`config.mk`:
```
export PLATFORM = sky130hd
export DESIGN_NAME = mic_sequencer
export DESIGN_NICKNAME = d
export VERILOG_FILES = /design/src/rtl/mic_sequencer_pkg.sv /design/src/rtl/mic_next_addr.sv /design/src/rtl/mic_sequencer.sv
export SDC_FILE = /design/constraint.sdc
export NUM_CORES = 1
export LEC_CHECK = 0
export BUFFER_PORTS_ARGS = -buffer_cell sky130_fd_sc_hd__buf_4
export CAP_MARGIN = 20
export CORE_MARGIN = 2
export CORE_UTILIZATION = 46
export CTS_BUF_LIST = sky130_fd_sc_hd__clkbuf_16
export DETAILED_ROUTE_END_ITERATION = 6
export PLACE_DENSITY_LB_ADDON = 0.1
export SYNTH_ARGS = -nofsm -noshare
export SYNTH_HDL_FRONTEND = slang
export SYNTH_SLANG_ARGS = --single-unit
export TNS_END_PERCENT = 30
```
`constraint.sdc`:
```
create_clock -name clk -period 1.8 [get_ports clk]
set_input_delay 0.18 -clock clk [delete_from_list [all_inputs] [get_ports clk]]
set_output_delay 0.18 -clock clk [all_outputs]
set_load 0.01 [all_outputs]
```
`src/rtl/mic_sequencer_pkg.sv`:
```
// Shared definitions for the MIC microprogram sequencer: the microinstruction
// field layout, the ALU function encoding and the sequencer state type.
package mic_sequencer_pkg;

  localparam int MIC_ADDR_W = 9;
  localparam int MIC_MIR_W  = 36;
  localparam int MIC_MBR_W  = 8;

  // Bit positions of each microinstruction field inside the 36-bit MIR
  localparam int NEXT_ADDR_HI = 35;
  localparam int NEXT_ADDR_LO = 27;
  localparam int JAM_JMPC     = 26;
  localparam int JAM_JMPN     = 25;
  localparam int JAM_JMPZ     = 24;
  localparam int ALUF_HI      = 23;
  localparam int ALUF_LO      = 22;
  localparam int ALUMOD_HI    = 21;
  localparam int ALUMOD_LO    = 18;
  localparam int CEN_HI       = 17;
  localparam int CEN_LO       = 9;
  localparam int MEMOP_HI     = 8;
  localparam int MEMOP_LO     = 6;
  localparam int BSEL_HI      = 5;
  localparam int BSEL_LO      = 2;
  localparam int HALT_BIT     = 1;
  localparam int RSVD_BIT     = 0;

  typedef enum logic [1:0] {ALU_ADD, ALU_OR, ALU_NOTB, ALU_SUM} alu_f_t;

  typedef enum logic [1:0] {S_FETCH, S_EXEC, S_HALT} seq_state_t;

  // Field order mirrors the bit positions above, MSB first
  typedef struct packed {
    logic [8:0] next_addr;
    logic       jmpc;
    logic       jmpn;
    logic       jmpz;
    alu_f_t     alu_f;
    logic [3:0] alu_mod;
    logic [8:0] c_en;
    logic [2:0] mem_op;
    logic [3:0] b_sel;
    logic       halt;
    logic       reserved;
  } mir_t;

endpackage

```
`src/rtl/mic_next_addr.sv`:
```
// Next-MPC computation: ORs the N/Z jump conditions into the high address bit
// and, for a multiway branch, ORs the MBR into the low eight bits.
module mic_next_addr
  import mic_sequencer_pkg::*;
(
  input  logic [MIC_ADDR_W-1:0] next_addr_i,
  input  logic                  jmpc_i,
  input  logic                  jmpn_i,
  input  logic                  jmpz_i,
  input  logic                  alu_n_i,
  input  logic                  alu_z_i,
  input  logic [MIC_MBR_W-1:0]  mbr_i,
  output logic [MIC_ADDR_W-1:0] next_mpc_o
);

  logic                 hi;
  logic [MIC_MBR_W-1:0] lo;

  // Combine the static next address with the jam conditions
  always_comb begin
    hi = next_addr_i[MIC_ADDR_W-1] | (jmpn_i & alu_n_i) | (jmpz_i & alu_z_i);
    lo = jmpc_i ? (next_addr_i[MIC_MBR_W-1:0] | mbr_i) : next_addr_i[MIC_MBR_W-1:0];
    next_mpc_o = {hi, lo};
  end

endmodule

```
`src/rtl/mic_sequencer.sv`:
```
// MIC microprogram control unit: fetches a microinstruction into the MIR,
// drives its control fields for one (possibly stalled) execute phase, then
// moves to the next MPC. A HALT microinstruction parks the sequencer until reset.
module mic_sequencer
  import mic_sequencer_pkg::*;
#(
  parameter int ADDR_W = MIC_ADDR_W,
  parameter int MIR_W  = MIC_MIR_W,
  parameter int MBR_W  = MIC_MBR_W
) (
  input  logic              clk,
  input  logic              rst,
  output logic [ADDR_W-1:0] cs_addr,
  input  logic [MIR_W-1:0]  cs_data,
  input  logic              alu_n,
  input  logic              alu_z,
  input  logic [MBR_W-1:0]  mbr,
  input  logic              mem_wait,
  output logic [1:0]        alu_f,
  output logic [3:0]        alu_mod,
  output logic [3:0]        b_sel,
  output logic [8:0]        c_en,
  output logic [2:0]        mem_op,
  output logic              halted
);

  seq_state_t        state_q, state_d;
  logic [ADDR_W-1:0] mpc_q, mpc_d;
  mir_t              mir_q, mir_d;
  logic              halted_q, halted_d;
  logic [ADDR_W-1:0] next_mpc;
  logic              unused_reserved;

  // The reserved microinstruction bit carries no meaning for the sequencer
  assign unused_reserved = mir_q.reserved;

  mic_next_addr u_next_addr (
    .next_addr_i (mir_q.next_addr),
    .jmpc_i      (mir_q.jmpc),
    .jmpn_i      (mir_q.jmpn),
    .jmpz_i      (mir_q.jmpz),
    .alu_n_i     (alu_n),
    .alu_z_i     (alu_z),
    .mbr_i       (mbr),
    .next_mpc_o  (next_mpc)
  );

  assign cs_addr = mpc_q;
  assign halted  = halted_q;

  // Sequencer registers; reset wins over a stall or a halt in progress
  always_ff @(posedge clk) begin
    if (rst) begin
      state_q  <= S_FETCH;
      mpc_q    <= '0;
      mir_q    <= '0;
      halted_q <= 1'b0;
    end else begin
      state_q  <= state_d;
      mpc_q    <= mpc_d;
      mir_q    <= mir_d;
      halted_q <= halted_d;
    end
  end

  // Next-state logic and control outputs, which are quiet outside EXEC
  always_comb begin
    state_d  = state_q;
    mpc_d    = mpc_q;
    mir_d    = mir_q;
    halted_d = halted_q;
    alu_f    = 2'b00;
    alu_mod  = 4'b0000;
    b_sel    = 4'b0000;
    c_en     = 9'b0;
    mem_op   = 3'b000;
    case (state_q)
      S_FETCH: begin
        mir_d   = mir_t'(cs_data);
        state_d = S_EXEC;
      end
      S_EXEC: begin
        alu_f   = mir_q.alu_f;
        alu_mod = mir_q.alu_mod;
        b_sel   = mir_q.b_sel;
        c_en    = mir_q.c_en;
        mem_op  = mir_q.mem_op;
        if (!mem_wait) begin
          if (mir_q.halt) begin
            state_d  = S_HALT;
            halted_d = 1'b1;
          end else begin
            mpc_d   = next_mpc;
            state_d = S_FETCH;
          end
        end
      end
      S_HALT: begin
        state_d = S_HALT;
      end
      default: begin
        state_d = S_FETCH;
      end
    endcase
  end

endmodule

```
==> impl_metrics.xml <==
<?xml version="1.0" encoding="UTF-8"?>
<metrics>
  <group name="worst_setup_path">
    <metric name="worstPathArrival" unit="ps">1390</metric>
    <metric name="endpoint_of_the_most_critical_register_to_register_path" unit="">mir_q[13]$_SDFFE_PP0N_</metric>
    <metric name="worstPathRequired" unit="ps">1620</metric>
    <metric name="rrSetupSlack" unit="ps">390</metric>
    <metric name="crit-reg2reg-launch" unit="">state_q[1]$_SDFFE_PP0P_</metric>
    <metric name="crit_fanout" unit="">24</metric>
    <metric name="critical_path_startpoint" unit="">state_q[0]$_SDFFE_PP0P_</metric>
    <metric name="worst_setup_path_class" unit="">reg -&gt; out</metric>
    <metric name="worstSetupEndpointType" unit="">output pin</metric>
    <metric name="critPathLaunchType" unit="">flip-flop</metric>
    <metric name="worst-r2r-cell-count" unit="">3</metric>
  </group>
  <group name="min_path">
    <metric name="hold_critical_path_depth" unit="">3</metric>
    <metric name="timing.hold.worst.start" unit="">cs_data[24]</metric>
    <metric name="hold_end" unit="">mir_q[24]$_SDFFE_PP0N_</metric>
    <metric name="worst_hold_path_type" unit="">in -&gt; reg</metric>
  </group>
  <group name="logic_synthesis">
    <metric name="mappedNetlistArea" unit="µm²">1830</metric>
    <metric name="synth_xor_xnor_area_share" unit="%">0</metric>
    <metric name="syn-mean-instance-area" unit="µm²">8.00</metric>
    <metric name="yosys_warnings" unit="">0</metric>
    <metric name="syn_nets" unit="">278</metric>
    <metric name="area_fraction_in_compound_gates_after_synthesis" unit="%">17.1</metric>
    <metric name="yosys.area_share.simple" unit="%">27.1</metric>
    <metric name="number_of_synthesized_register_bits" unit="">47</metric>
    <metric name="syn-instance-count" unit="">229</metric>
    <metric name="synth_top_family_by_area" unit="">simple AND/OR/NAND/NOR gates</metric>
    <metric name="synth_mux_area_share" unit="%">0</metric>
    <metric name="yosysUniqueCellTypes" unit="">16</metric>
    <metric name="yosysSeqAreaShare" unit="%">51.4</metric>
    <metric name="post_synth_fa_ha_maj_area_fraction" unit="%">0</metric>
  </group>
  <group name="die">
    <metric name="floorplan.initialDensity" unit="%">48.9</metric>
    <metric name="floorplan.die_area" unit="µm²">4500</metric>
    <metric name="floorplan.die.height" unit="µm">67.1</metric>
    <metric name="placement_rows" unit="">22</metric>
    <metric name="boundaryPins" unit="">81</metric>
    <metric name="fp.dieW" unit="µm">67.1</metric>
    <metric name="core_footprint" unit="µm²">3740</metric>
  </group>
  <group name="timing">
    <metric name="unrepaired_setup_endpoints_after_global_routing" unit="">false</metric>
    <metric name="slew_violations" unit="">0</metric>
    <metric name="timing.fmax" unit="GHz">0.637</metric>
    <metric name="setup_viol" unit="">0</metric>
    <metric name="final.setup.tns" unit="ps">0</metric>
    <metric name="worst_pin_slew" unit="ps">652</metric>
    <metric name="finalCriticalPeriod" unit="ps">1570</metric>
    <metric name="finalHoldViolations" unit="">0</metric>
    <metric name="fin_skew" unit="ps">5.31</metric>
    <metric name="relSlewSlack" unit="%">56.6</metric>
    <metric name="finalCritPeriodShare" unit="%">87.2</metric>
  </group>
  <group name="global_routing">
    <metric name="globalRoute.totalOverflow" unit="">0</metric>
    <metric name="grt_pass1_wl" unit="mm">6.45</metric>
    <metric name="first_global_vias" unit="">1548</metric>
    <metric name="grt_max_degree" unit="">48</metric>
    <metric name="antenna_found_initial" unit="">0</metric>
    <metric name="track_usage" unit="%">18.9</metric>
  </group>
  <group name="detailed_routing">
    <metric name="drt_first_pass_iters" unit="">4</metric>
    <metric name="dr_total_vias" unit="">1704</metric>
    <metric name="route.antenna.remaining_nets" unit="">0</metric>
    <metric name="viasPerCell" unit="">4.84</metric>
    <metric name="dr_drc_count" unit="">0</metric>
    <metric name="wire_per_inst" unit="µm">11.3</metric>
    <metric name="finalWirelength" unit="mm">3.97</metric>
    <metric name="detailedRoute.firstIterationViolations" unit="">87</metric>
  </group>
  <group name="pwr">
    <metric name="ir_worst_vdd" unit="µV">600</metric>
    <metric name="static-leakage-power" unit="nW">1.17</metric>
    <metric name="pwr-share-comb" unit="%">15.1</metric>
    <metric name="power_density" unit="nW/µm²">913</metric>
    <metric name="p_int" unit="mW">1.80</metric>
    <metric name="switching_share" unit="%">23.7</metric>
    <metric name="seq_power_share" unit="%">49.0</metric>
    <metric name="p_clk_share" unit="%">35.9</metric>
    <metric name="power.total" unit="mW">2.35</metric>
    <metric name="power.switching" unit="mW">0.557</metric>
  </group>
  <group name="clocking">
    <metric name="post_cts_buffers" unit="">0</metric>
    <metric name="tritoncts" unit="">built</metric>
    <metric name="clk_tree_root_cell" unit="">sky130_fd_sc_hd__clkbuf_16</metric>
    <metric name="postCtsHoldBufs" unit="">0</metric>
    <metric name="clock_tree.htree_level_count" unit="">2</metric>
    <metric name="path_clk_slew" unit="ps">60</metric>
    <metric name="cts.repair.resized" unit="">0</metric>
    <metric name="numCtsBuffers" unit="">5</metric>
    <metric name="clk_latency" unit="ps">280</metric>
    <metric name="numClockSinks" unit="">47</metric>
    <metric name="largest_buffer_count_on_any_clock_path" unit="">2</metric>
  </group>
  <group name="cells_and_area">
    <metric name="post_route_cells_drive_above_1_share" unit="%">30.6</metric>
    <metric name="nNetsFinal" unit="">352</metric>
    <metric name="flow.area_growth_from_synthesis" unit="%">40.7</metric>
    <metric name="antenna_cells" unit="">0</metric>
  </group>
  <group name="placement">
    <metric name="count_of_input_and_output_buffers" unit="">79</metric>
    <metric name="gpl_congestion" unit="">0.667</metric>
    <metric name="hpwl" unit="mm">2.69</metric>
  </group>
  <group name="run">
    <metric name="timing.max_cap.violations" unit="">0</metric>
  </group>
  <group name="outcome">
    <metric name="run_status" unit="">finished, final reports clean</metric>
  </group>
</metrics>
## per-stage QoR
stage | std cells | hold slack (ps) | worst slack [ps] | util [%] | area, µm²
floorplan | 229 | 316 | 528 | - | 1830
global placement | 344 | 427 | 413 | 65.2 | 2440
detailed placement | 344 | 435 | 408 | 65.2 | 2440
CTS | 352 | 142 | 227 | 68.9 | 2580
global route | 352 | 142 | 118 | 68.9 | 2580
finish | 352 | 144 | 231 | 68.9 | 2580
## cell usage after synthesis
cell type | count | area share (%)
sky130_fd_sc_hd__or2_2 | 1 | 0.34
sky130_fd_sc_hd__dfxtp_1 | 47 | 51
sky130_fd_sc_hd__a211oi_1 | 9 | 3.7
sky130_fd_sc_hd__nor2_2 | 1 | 0.34
sky130_fd_sc_hd__clkbuf_1 | 8 | 1.6
sky130_fd_sc_hd__a21oi_1 | 45 | 12
sky130_fd_sc_hd__buf_2 | 7 | 1.9
sky130_fd_sc_hd__nor2b_1 | 3 | 1.0
sky130_fd_sc_hd__nor4b_4 | 1 | 1.3
sky130_fd_sc_hd__inv_1 | 1 | 0.20
sky130_fd_sc_hd__buf_6 | 1 | 0.61
sky130_fd_sc_hd__a221oi_1 | 1 | 0.48
sky130_fd_sc_hd__nand2_1 | 70 | 14
sky130_fd_sc_hd__nor2_1 | 11 | 2.3
sky130_fd_sc_hd__and2_1 | 22 | 7.5
sky130_fd_sc_hd__a211oi_2 | 1 | 0.68
## how the worst max path moves through the flow
stage	slack, ps	end	depth (start not counted)
after global placement	410	mir_q[3]$_SDFFE_PP0N_	3
after detailed placement	410	mir_q[13]$_SDFFE_PP0N_	3
after global routing	120	alu_mod[3]	4
after CTS	230	alu_mod[2]	4
after floorplan	530	cs_addr[7]$_SDFFE_PP0P_	4
final	230	alu_mod[3]	4
## layout make-up
cell class	instances	area, µm²
Multi-Input combinational cell	165	813
Tap cell	48	60.1
Inverter	1	3.75
Fill cell	354	1170
Clock inverter	3	11.3
Sequential cell	47	941
Clock buffer	5	125
Timing Repair Buffer	83	623
## kinds of logic after synthesis
kind of cell	Yosys count
AOI/OAI and AO/OA	56
buffers and inverters	17
DFF	47
and+or+nand+nor	109
## layout by cell type (no fill, tap or decap)
master	instances
sky130_fd_sc_hd__a221oi_1	1
sky130_fd_sc_hd__nand2_1	70
sky130_fd_sc_hd__nor2_1	10
sky130_fd_sc_hd__dfxtp_1	47
sky130_fd_sc_hd__clkinv_1	2
sky130_fd_sc_hd__nor2_2	2
sky130_fd_sc_hd__inv_1	2
sky130_fd_sc_hd__a211oi_2	1
sky130_fd_sc_hd__or2_2	1
sky130_fd_sc_hd__and2_1	22
sky130_fd_sc_hd__nor2b_1	3
sky130_fd_sc_hd__clkbuf_16	5
sky130_fd_sc_hd__nor4b_4	1
sky130_fd_sc_hd__a21oi_1	45
sky130_fd_sc_hd__a211oi_1	9
sky130_fd_sc_hd__buf_4	83
## layer usage
layer | global-route usage [%] | vias to the layer above | wire length (µm)
met4 | 4.59 | 0 | 36
met1 | 22.1 | 759 | 1780
met3 | 7.09 | 4 | 277
met5 | 0 | - | 0
li1 | - | 897 | -
met2 | 32.5 | 44 | 1880
## critical path: stages, from the launching register on
cell and delay [ps]:
sky130_fd_sc_hd__dfxtp_1 430, sky130_fd_sc_hd__nor2b_1 160, sky130_fd_sc_hd__buf_4 240, sky130_fd_sc_hd__and2_1 170, sky130_fd_sc_hd__buf_4 120
## power groups by stage
stage | combinational [mW] | sequential, mW | clock (mW)
floorplan | 0.193 | 1.17 | 0
global placement | 0.357 | 1.17 | 0
detailed placement | 0.361 | 1.18 | 0
CTS | 0.361 | 1.15 | 0.864
global route | 0.400 | 1.16 | 0.908
finish | 0.355 | 1.15 | 0.844
## registers in the layout (all words and copies together), names as in the netlist
| register | flops |
|---|---|
| mir_q | 35 |
| cs_addr | 9 |
| state_q | 2 |
| halted | 1 |
No activity file was read; power rests on OpenSTA's default activity.
